[config.mk]
export PLATFORM = sky130hd
export DESIGN_NAME = posit_unpacker
export DESIGN_NICKNAME = d
export VERILOG_FILES = /design/src/rtl/posit_unpacker.sv
export SDC_FILE = /design/constraint.sdc
export NUM_CORES = 1
export LEC_CHECK = 0
export ABC_CLOCK_PERIOD_IN_PS = 2150
export BUFFER_PORTS_ARGS = -buffer_cell sky130_fd_sc_hd__clkbuf_2
export CORE_ASPECT_RATIO = 1.1
export CORE_MARGIN = 4
export CORE_UTILIZATION = 30
export DETAILED_ROUTE_END_ITERATION = 10
export HOLD_SLACK_MARGIN = 0.03
export SLEW_MARGIN = 20
export SYNTH_ARGS = -nofsm -noshare
export SYNTH_HDL_FRONTEND = slang
export SYNTH_SLANG_ARGS = --single-unit
[constraint.sdc]
create_clock -name clk -period 2.15 [get_ports clk]
set_input_delay 0.215 -clock clk [delete_from_list [all_inputs] [get_ports clk]]
set_output_delay 0.215 -clock clk [all_outputs]
set_load 0.02 [all_outputs]
[src/rtl/posit_unpacker.sv]
// Posit decoder: splits a BITS-wide posit into sign, signed regime (seed),
// exponent and MSB-aligned fraction. The regime run is scanned one bit per cycle.
module posit_unpacker #(
    parameter int BITS = 32,
    parameter int ES   = 3
) (
    input  logic            clk,
    input  logic            rst,
    input  logic            in_valid,
    output logic            in_ready,
    input  logic [BITS-1:0] in_posit,
    output logic            out_valid,
    input  logic            out_ready,
    output logic            out_sign,
    output logic [BITS-1:0] out_seed,
    output logic [ES-1:0]   out_exp,
    output logic [BITS-1:0] out_frac,
    output logic            out_zero,
    output logic            out_nar
);
    localparam int CW = $clog2(BITS);
    localparam logic [CW-1:0] LAST = CW'(BITS - 1);

    localparam logic [1:0] IDLE    = 2'd0;
    localparam logic [1:0] SCAN    = 2'd1;
    localparam logic [1:0] EXTRACT = 2'd2;
    localparam logic [1:0] DONE    = 2'd3;

    logic [1:0]      state_reg;
    logic [BITS-2:0] sr_reg;
    logic            r0_reg;
    logic [CW-1:0]   cnt_reg;
    logic            sign_reg;
    logic [BITS-1:0] seed_reg;
    logic [ES-1:0]   exp_reg;
    logic [BITS-1:0] frac_reg;
    logic            zero_reg;
    logic            nar_reg;

    logic [BITS-2:0] body;
    logic            is_zero;
    logic            is_nar;
    logic [BITS-2:0] sr_shift;
    logic [CW-1:0]   cnt_inc;
    logic            scan_stop;
    logic [BITS-2:0] rem;
    logic [BITS-1:0] run_len;
    logic [BITS-1:0] seed_next;

    // Low bits of the two's complement equal the two's complement of the low bits.
    assign body     = in_posit[BITS-1] ? (~in_posit[BITS-2:0] + 1'b1) : in_posit[BITS-2:0];
    assign is_zero  = (in_posit == '0);
    assign is_nar   = (in_posit == {1'b1, {(BITS-1){1'b0}}});
    assign sr_shift = {sr_reg[BITS-3:0], 1'b0};
    assign cnt_inc  = cnt_reg + 1'b1;

    // Every SCAN cycle consumes one run bit; looking at the bit that becomes the
    // MSB after this shift lets the run end without an extra idle check cycle.
    assign scan_stop = (sr_shift[BITS-2] != r0_reg) || (cnt_inc == LAST);

    // In EXTRACT the MSB is the terminating bit unless the run filled the word.
    assign rem       = (cnt_reg == LAST) ? sr_reg : sr_shift;
    assign run_len   = {{(BITS-CW){1'b0}}, cnt_reg};
    assign seed_next = r0_reg ? (run_len - 1'b1) : (~run_len + 1'b1);

    assign in_ready  = (state_reg == IDLE);
    assign out_valid = (state_reg == DONE);
    assign out_sign  = sign_reg;
    assign out_seed  = seed_reg;
    assign out_exp   = exp_reg;
    assign out_frac  = frac_reg;
    assign out_zero  = zero_reg;
    assign out_nar   = nar_reg;

    always_ff @(posedge clk) begin
        if (rst) begin
            state_reg <= IDLE;
            sr_reg    <= '0;
            r0_reg    <= 1'b0;
            cnt_reg   <= '0;
            sign_reg  <= 1'b0;
            seed_reg  <= '0;
            exp_reg   <= '0;
            frac_reg  <= '0;
            zero_reg  <= 1'b0;
            nar_reg   <= 1'b0;
        end else begin
            case (state_reg)
                IDLE: begin
                    if (in_valid) begin
                        sign_reg <= in_posit[BITS-1];
                        sr_reg   <= body;
                        r0_reg   <= body[BITS-2];
                        cnt_reg  <= '0;
                        zero_reg <= is_zero;
                        nar_reg  <= is_nar;
                        seed_reg <= '0;
                        exp_reg  <= '0;
                        frac_reg <= '0;
                        state_reg <= (is_zero || is_nar) ? DONE : SCAN;
                    end
                end
                SCAN: begin
                    sr_reg  <= sr_shift;
                    cnt_reg <= cnt_inc;
                    if (scan_stop) begin
                        state_reg <= EXTRACT;
                    end
                end
                EXTRACT: begin
                    seed_reg  <= seed_next;
                    exp_reg   <= rem[BITS-2 -: ES];
                    frac_reg  <= {rem[BITS-2-ES:0], {(ES+1){1'b0}}};
                    state_reg <= DONE;
                end
                default: begin
                    if (out_ready) begin
                        state_reg <= IDLE;
                    end
                end
            endcase
        end
    end
endmodule

==> flow_summary.json <==
{
  "status": "finished clean",
  "gp_congestion": 0.832,
  "ys_warn_count": 0,
  "grt_pass1_vias": 4545,
  "ys.flop_type": "dfxtp_1",
  "skew_ps": 6.05,
  "worst_skew_pair.late_latency_ps": 340,
  "cp_max_fo": 4,
  "post-cts-setup-buffers": 0,
  "async_flop_share_pct": 0,
  "seq_area_frac_synth_pct": 32.6,
  "synthMuxAreaShare_pct": 7.01,
  "cts_tree": "done",
  "syn_area_um2": 5030,
  "ys_ff_latch": 82,
  "layout.nets": 775,
  "cts_root_buf": "clkbuf_16",
  "fin_tns_setup_ps": 0,
  "ctsHoldBuffers": 0,
  "start_kind": "flop",
  "min_period_ps": 2100,
  "cts-resized-gates": 0,
  "avgSynthCellArea_um2": 7.83,
  "synth_compound_area_share_pct": 19.6,
  "antenna_found_initial": 1,
  "critPathCaptureType": "flop",
  "cts_buffers": 9,
  "avgViaCountPerCell": 5.15,
  "critical_path_arrival_ps": 2380,
  "drt-initial-drc-count": 450,
  "dieWidth_um": 132,
  "drv_cap": 0,
  "synth_xor_area_share_pct": 4.70,
  "drv_slew": 0,
  "overflow": 0,
  "grt_max_degree": 45,
  "hp-class": "primary input to flop",
  "fin_crit_sh_pct": 97.8,
  "synth_top_family_by_area": "simple AND/OR/NAND/NOR gates",
  "wl_um": 14800,
  "crit_required_ps": 2430,
  "ff2ff_path_depth": 7,
  "drt_pre_antenna_iters": 5,
  "p_per_area_nw_per_um2": 994,
  "rsz0062_at_grt": "no",
  "hold_violations": 0,
  "syn2layout_area_growth_pct": 23.2,
  "drcViolationCount": 0,
  "place.port_buffers": 103,
  "clock.fmax_ghz": 0.476,
  "drive_above_1_share_pct": 25.1,
  "rows": 49,
  "synth.distinct_cells": 62,
  "postRouteAntennaNets": 0,
  "p_leak_nw": 2.43,
  "largest_reg_flops": 31,
  "clk_pin_slew_ps": 60,
  "grtUsageTotal_pct": 15.5,
  "antenna_cells": 0,
  "core-area_um2": 16400,
  "clock_path_buffers": 2,
  "crit_type": "flop to flop",
  "synth_edf_count": 0,
  "grt_pass1_wl_um": 23800,
  "ioPinCount": 108,
  "dieArea_um2": 18900,
  "synthSimpleGateAreaFrac_pct": 24.4,
  "initial_core_util_pct": 30.6,
  "cts_sinks": 82,
  "vdd_drop_max_mv": 0.355,
  "num_vias": 4821,
  "wire_per_inst_um": 15.8,
  "synthAdderAreaFrac_pct": 2.73,
  "timing.hold.ws_ps": 205,
  "cts_max_level": 3,
  "whs_path_depth": 3,
  "setup_viol": 0,
  "die_h_um": 144,
  "postSynthCellCount": 643,
  "place_hpwl_um": 10900
}
## metrics by stage
step | util (%) | setup WS [ps] | instances | area (um2) | total power [mW]
floorplan | - | 43.4 | 646 | 5050 | 3.61
global placement | 35.6 | 11.5 | 921 | 5850 | 4.44
detailed placement | 35.6 | 0.525 | 921 | 5850 | 4.45
CTS | 37.6 | 25.4 | 936 | 6170 | 6.18
global route | 37.8 | 8.65 | 936 | 6200 | 6.59
finish | 37.8 | 48.2 | 936 | 6200 | 6.17
## cell families after synthesis
| kind of cell | after synthesis |
|---|---|
| compound gates | 153 |
| xor+xnor | 27 |
| fa+ha+maj | 11 |
| buf+inv | 89 |
| flops | 82 |
| mux | 35 |
| other cells | 1 |
| simple gates | 245 |
## Yosys cell counts, drive strengths merged (3+ instances only)
| library cell | n | area share, % |
|---|---|---|
| xor2 | 12 | 2.1 |
| and3 | 8 | 0.99 |
| nor4b | 4 | 0.70 |
| clkbuf | 43 | 3.2 |
| inv | 11 | 0.82 |
| a31oi | 5 | 0.62 |
| xnor2 | 15 | 2.6 |
| buf | 34 | 4.8 |
| nor3b | 10 | 1.5 |
| a21oi | 62 | 6.2 |
| nand4 | 5 | 0.75 |
| nor2 | 94 | 7.0 |
| a22oi | 6 | 0.89 |
| o211ai | 10 | 1.5 |
| or3 | 10 | 1.4 |
| and2 | 3 | 0.37 |
| dfxtp | 82 | 33 |
| nand3 | 17 | 1.7 |
| a211oi | 4 | 0.60 |
| nor3 | 9 | 1.1 |
| or4 | 9 | 1.3 |
| a21o | 4 | 0.60 |
| o31ai | 14 | 2.1 |
| nand2 | 50 | 3.7 |
| a32oi | 4 | 0.70 |
| o21ai | 18 | 1.8 |
| nand2b | 8 | 0.99 |
| mux2i | 33 | 6.6 |
| ha | 11 | 2.7 |
| o41ai | 5 | 0.87 |
| nor4 | 11 | 1.8 |
## critical path, cell delays in order (launching register included)
cell,delay [ps]
dfxtp_1,310
ha_1,200
and3_1,180
ha_2,320
nand2_1,60
o311a_4,370
or4_4,480
a21oi_2,120
## cells in the final DEF, fill, tap and decap left out, types with 5 or more instances in the layout
| cell type | instances |
|---|---|
| xnor2_1 | 15 |
| buf_12 | 6 |
| or3_1 | 8 |
| nand2_1 | 50 |
| ha_1 | 9 |
| o21ai_0 | 18 |
| o41ai_1 | 5 |
| inv_1 | 10 |
| a31oi_1 | 5 |
| buf_4 | 39 |
| and3_1 | 8 |
| nor3b_1 | 10 |
| mux2i_1 | 32 |
| nand2b_1 | 7 |
| clkbuf_16 | 9 |
| dfxtp_1 | 82 |
| nor3_1 | 7 |
| a22oi_1 | 6 |
| o31ai_1 | 14 |
| or4_1 | 8 |
| nor4_1 | 9 |
| nand3_1 | 17 |
| o211ai_1 | 10 |
| nor2_1 | 94 |
| xor2_1 | 12 |
| clkbuf_2 | 103 |
| a21oi_1 | 60 |
## final cells by class
cell class,count,area [um2]
clock buffers,13,260
clock inverters,2,60.1
fillers,1740,10200
inverters,12,48.8
multi-input cells,475,3010
flip-flops and latches,82,1640
well taps,204,255
repair buffers,148,928
## layer usage
layer	GRT usage [%]	wire (um)	share of wire [%]	vias up
met3	3.68	756	5.1	16
li1	-	-	-	2427
met2	25.4	6890	47	118
met4	5.47	230	1.6	2
met1	20.2	6880	47	2258
met5	0	12	0.081	-
## final timing paths
kind,end,slack (ps),start
worst max-delay path,state_reg[0]$_SDFFE_PP0P_,50,cnt_reg[0]$_SDFFE_PP0P_
worst min-delay path,sr_reg[0]$_SDFFE_PP0P_,210,in_posit[0]
worst max register to register,state_reg[0]$_SDFFE_PP0P_,50,cnt_reg[0]$_SDFFE_PP0P_
worst min register to register,out_zero$_SDFFE_PP0P_,460,out_zero$_SDFFE_PP0P_
## power breakdown
group | leakage [nW] | total [mW] | internal [mW] | switching, mW
combinational | 1.60 | 2.45 | 0.979 | 1.48
sequential | 0.667 | 2.02 | 1.77 | 0.251
clock | 0.156 | 1.69 | 1.08 | 0.616
Power figures use the tool's default switching activity.
